`src/rtl/rst_seq_pkg.sv`:
```
// rst_seq_pkg: shared state encoding and timer sizing for the subsystem reset sequencer
package rst_seq_pkg;

    typedef enum logic [1:0] {
        HOLD = 2'd0,
        WAIT = 2'd1,
        DONE = 2'd2
    } seq_state_t;

    // One timer serves both the hold phase and the per-subsystem ack wait,
    // so it must reach the larger of the two limits.
    function automatic int timer_w(input int hold_cycles, input int ack_timeout);
        return $clog2((hold_cycles > ack_timeout ? hold_cycles : ack_timeout) + 1);
    endfunction

endpackage

```
`src/rtl/rst_seq_ctrl.sv`:
```
// rst_seq_ctrl: ordered subsystem reset sequencer with per-subsystem ready/timeout
//
// Ports:
//   clk_sys       in   system clock, the only clock
//   rst_n_sys     in   asynchronous active-low reset
//   rst_req       in   synchronous restart request (pulse or level, highest priority)
//   subsys_rdy    in   per-subsystem ready, already synchronous to clk_sys
//   subsys_rst_n  out  per-subsystem active-low resets, thermometer-coded from bit 0
//   seq_busy      out  high from sequence start until DONE
//   seq_done      out  high in DONE
//   timeout_vec   out  sticky per-subsystem ready-timeout flags
//   timeout_err   out  OR of timeout_vec
//   cur_idx       out  index being released or waited on
module rst_seq_ctrl
    import rst_seq_pkg::*;
#(
    parameter int NUM_SUBSYS  = 4,
    parameter int HOLD_CYCLES = 16,
    parameter int ACK_TIMEOUT = 1024,
    localparam int IW = (NUM_SUBSYS > 1) ? $clog2(NUM_SUBSYS) : 1
) (
    input  logic                  clk_sys,
    input  logic                  rst_n_sys,
    input  logic                  rst_req,
    input  logic [NUM_SUBSYS-1:0] subsys_rdy,
    output logic [NUM_SUBSYS-1:0] subsys_rst_n,
    output logic                  seq_busy,
    output logic                  seq_done,
    output logic [NUM_SUBSYS-1:0] timeout_vec,
    output logic                  timeout_err,
    output logic [IW-1:0]         cur_idx
);

    localparam int TW = timer_w(HOLD_CYCLES, ACK_TIMEOUT);

    seq_state_t    state;
    logic [TW-1:0] timer;
    logic          hold_end;
    logic          ack_end;
    logic          rdy_now;
    logic          last_idx;

    always_comb begin
        hold_end = (timer == TW'(HOLD_CYCLES - 1));
        ack_end  = (timer == TW'(ACK_TIMEOUT - 1));
        rdy_now  = subsys_rdy[cur_idx];
        last_idx = (cur_idx == IW'(NUM_SUBSYS - 1));
    end

    assign timeout_err = |timeout_vec;

    always_ff @(posedge clk_sys or negedge rst_n_sys) begin
        if (!rst_n_sys) begin
            state        <= HOLD;
            timer        <= '0;
            cur_idx      <= '0;
            subsys_rst_n <= '0;
            seq_busy     <= 1'b1;
            seq_done     <= 1'b0;
            timeout_vec  <= '0;
        end else if (rst_req) begin
            // Holding the timer at 0 makes the hold count start on the first cycle without rst_req.
            state        <= HOLD;
            timer        <= '0;
            cur_idx      <= '0;
            subsys_rst_n <= '0;
            seq_busy     <= 1'b1;
            seq_done     <= 1'b0;
            timeout_vec  <= '0;
        end else begin
            case (state)
                HOLD: begin
                    if (hold_end) begin
                        state        <= WAIT;
                        timer        <= '0;
                        cur_idx      <= '0;
                        subsys_rst_n <= NUM_SUBSYS'(1);
                    end else begin
                        timer <= timer + 1'b1;
                    end
                end
                WAIT: begin
                    if (rdy_now || ack_end) begin
                        // Ready wins over a coincident timeout.
                        if (!rdy_now) timeout_vec[cur_idx] <= 1'b1;
                        if (last_idx) begin
                            state        <= DONE;
                            seq_busy     <= 1'b0;
                            seq_done     <= 1'b1;
                            subsys_rst_n <= '1;
                        end else begin
                            cur_idx      <= cur_idx + 1'b1;
                            timer        <= '0;
                            // Shifting in a 1 releases the next index and keeps the thermometer code.
                            subsys_rst_n <= (subsys_rst_n << 1) | NUM_SUBSYS'(1);
                        end
                    end else begin
                        timer <= timer + 1'b1;
                    end
                end
                default: begin
                end
            endcase
        end
    end

endmodule

```
`config.mk`:
```
export PLATFORM = sky130hd
export DESIGN_NAME = rst_seq_ctrl
export DESIGN_NICKNAME = d
export VERILOG_FILES = /design/src/rtl/rst_seq_pkg.sv /design/src/rtl/rst_seq_ctrl.sv
export SDC_FILE = /design/constraint.sdc
export NUM_CORES = 1
export LEC_CHECK = 0
export ABC_CLOCK_PERIOD_IN_PS = 3100
export CAP_MARGIN = 20
export CORE_MARGIN = 8
export CORE_UTILIZATION = 57
export DETAILED_ROUTE_END_ITERATION = 7
export GPL_TIMING_DRIVEN = 0
export PLACE_DENSITY = 0.83
export SYNTH_ARGS = -nofsm -noshare
export SYNTH_HDL_FRONTEND = slang
export SYNTH_SLANG_ARGS = --single-unit
```
`constraint.sdc`:
```
create_clock -name clk_sys -period 3.1 [get_ports clk_sys]
set_input_delay 0.775 -clock clk_sys [delete_from_list [all_inputs] [get_ports clk_sys]]
set_output_delay 0.775 -clock clk_sys [all_outputs]
set_load 0.03 [all_outputs]
```
==> out/metrics.cfg <==
[drt]
first_iter_violations = 78
antenna_left = 0
finalWirelength_mm = 3.38
viasPerCell = 6.34
routedWlPerCell_um = 17.2
first_pass_iters = 4
drc = 0
num_vias = 1248

[cts]
cts_resized = 0
cts_tree = done
cts_buffers = 3
cts_setup_buffers = 0
cts-root-buf = clkbuf_4
cts_max_path_buffers = 2
hold_buffers = 0
cts.sinks = 25
clkSlewWorstSetupHoldPaths_ps = 130
ctsHtreeMaxLevel = 1
worst_skew_pair.late_latency_ps = 310

[worst_setup_path]
cp_top_family = buffers and inverters
crit_path_cell_trace = or4_1 -> clkdlybuf4s50_1
reg2reg_to = timer[8]$_DFFE_PN0P_
crit_path_start_kind = flip-flop
rr_worst_depth = 6
cp_max_fo = 3
cpPeakStageDelay_ps = 610
reg2reg_from = timer[0]$_DFFE_PN0P_
critPathCaptureType = output pin
critPathKind = reg2out
critical_path_required_ps = 2320
ff2ff_setup_slack_ps = 750
cp.arrival_ps = 1870
cp.buffers_inverters = 1
critPathSlowestCell = clkdlybuf4s50_1

[finish]
final_area_um2 = 1700
diodes = 0
finalNetCount = 180
mostFrequentLayoutCells = dfrtp_1 (24), clkdlybuf4s50_1 (18), inv_1 (10), nand2_1 (9), o211ai_1 (8)
finish.utilization_pct = 69.7
drive_gt1_share_pct = 8.38
syn_to_final_growth_pct = 19.1
final_common_cell = dfrtp_1

[placed_design]
io_buffers = 18
placed_area_um2 = 1640
place_congestion = 0.946
dpl.hpwl_mm = 2.55
preCtsSetupSlack_ps = 382

[die]
std_cell_rows = 18
die_area_um2 = 4350
initial_core_util_pct = 58.5
die_y_um = 66.0
num_io_pins = 20
core_um2 = 2430
fp.dieW_um = 66.0

[logic_synthesis]
synthFlopType = dfrtp_1
ys_types = 42
synth_edf_count = 0
synth_cells = 144
syn_nets = 156
seq_area_frac_synth_pct = 44.0
synthesis.area_um2 = 1420
yosys_warnings = 0
synth_async_sr_flop_share_pct = 100
avgSynthCellArea_um2 = 9.89
ys_ff_latch = 25

[timing]
fin_crit_ps = 2640
fmax_mhz = 378
slew_violations = 0
fin_skew_ps = 2.21
slew_headroom_pct = 59.9
setup_ws_ps = 456
rsz0062_at_grt = no
fin_tns_setup_ps = 0
hold_viol_final = 0
layout_worst_path_cycle_share_pct = 85.3
setup_viol = 0
worstMarginPinSlew_ps = 596
whs_ps = 500

[flow_run]
drv_cap = 0

[global_route]
grt_max_degree = 26
grt_first_pass_wirelength_mm = 5.81
grtUsageTotal_pct = 16.7
grt_pass1_vias = 1203
antenna_found_initial = 0
grt_overflow = 0

[hold_path]
holdPathEnd = seq_busy$_DFFE_PN1P_
hold_class = reg2reg
min_from = seq_busy$_DFFE_PN1P_
holdPathStages = 2

[pwr]
leakagePower_nw = 0.691
ir_drop_mv = 0.392
p_per_area_nw_per_um2 = 415

[outcome]
outcome = completed

[cell families after synthesis]
group,after synthesis,synth area share (%)
AND/OR/NAND/NOR,45,17.8
AO/OA/AOI/OAI,47,24.6
flip-flops,25,44.0
buffers and inverters,17,4.74
multiplexers,5,4.48
adder cells (fa/ha/maj),5,4.39
[flip-flops by register name, indices dropped and copies added (netlist names)]
register      cells
timeout_vec       4
subsys_rst_n      4
seq_busy          1
seq_done          1
cur_idx           2
timer            11
state             2
[synth_stat cells (3+ instances only)]
| cell type | instances | share of area [%] |
|---|---|---|
| a31oi_1 | 4 | 1.8 |
| o31ai_1 | 5 | 2.6 |
| ha_1 | 5 | 4.4 |
| inv_1 | 10 | 2.6 |
| nand4_1 | 4 | 1.8 |
| or4_1 | 6 | 3.2 |
| nor2_1 | 7 | 1.8 |
| clkbuf_1 | 3 | 0.79 |
| buf_2 | 3 | 1.1 |
| o21a_1 | 3 | 1.6 |
| a2bb2oi_1 | 3 | 1.8 |
| mux2i_1 | 3 | 2.1 |
| nor4_1 | 3 | 1.3 |
| dfrtp_1 | 24 | 42 |
| nand2_1 | 9 | 2.4 |
| a21oi_1 | 7 | 2.5 |
| o21ai_0 | 5 | 1.8 |
| o211ai_1 | 8 | 4.2 |
| nor3_1 | 4 | 1.4 |
[worst min-delay path, delay by kind of cell (launching register included)]
family | cells | cell delay [ps]
buffers and inverters | 1 | 40
AOI/OAI and AO/OA | 1 | 70
DFF | 1 | 400
[final cells by class]
class                           count  area (um^2)
Sequential cell                    25          627
Tap cell                           30         37.5
Buffer                              6         26.3
Clock buffer                        4         26.3
Timing Repair Buffer               19          208
Fill cell                         185          737
Multi-Input combinational cell    102          729
Inverter                           11         41.3
[power breakdown]
group | internal (mW) | leakage (nW) | switching [mW] | total (mW)
logic | 0.0753 | 0.342 | 0.110 | 0.186
clock network | 0.0503 | 0.0150 | 0.0928 | 0.143
registers | 0.347 | 0.335 | 0.0268 | 0.374
total | 0.473 | 0.691 | 0.230 | 0.703
[through the flow]
step	power, mW	std cells
4_1_cts	0.707	196
2_1_floorplan	0.491	144
3_5_place_dp	0.562	192
6_report	0.703	197
3_3_place_gp	0.556	192
5_1_grt	0.739	197
[per-layer routing]
metal	vias up	global-route usage, %	wire, um
met4	0	4.53	23
met5	-	0	0
met2	43	27.8	1670
li1	608	-	-
met3	4	3.05	204
met1	593	21.6	1490
[worst max path at each step]
stage	start	end	slack [ps]	cells past startpoint
after floorplan	subsys_rdy[3]	timer[3]$_DFFE_PN0P_	910	4
after global placement	subsys_rdy[3]	timer[0]$_DFFE_PN0P_	410	5
after detailed placement	subsys_rdy[2]	timer[8]$_DFFE_PN0P_	380	6
after CTS	timeout_vec[2]$_DFFE_PN0P_	timeout_err	440	2
after global routing	timeout_vec[2]$_DFFE_PN0P_	timeout_err	360	2
final	timeout_vec[2]$_DFFE_PN0P_	timeout_err	460	2
No activity file was read; power rests on OpenSTA's default activity.
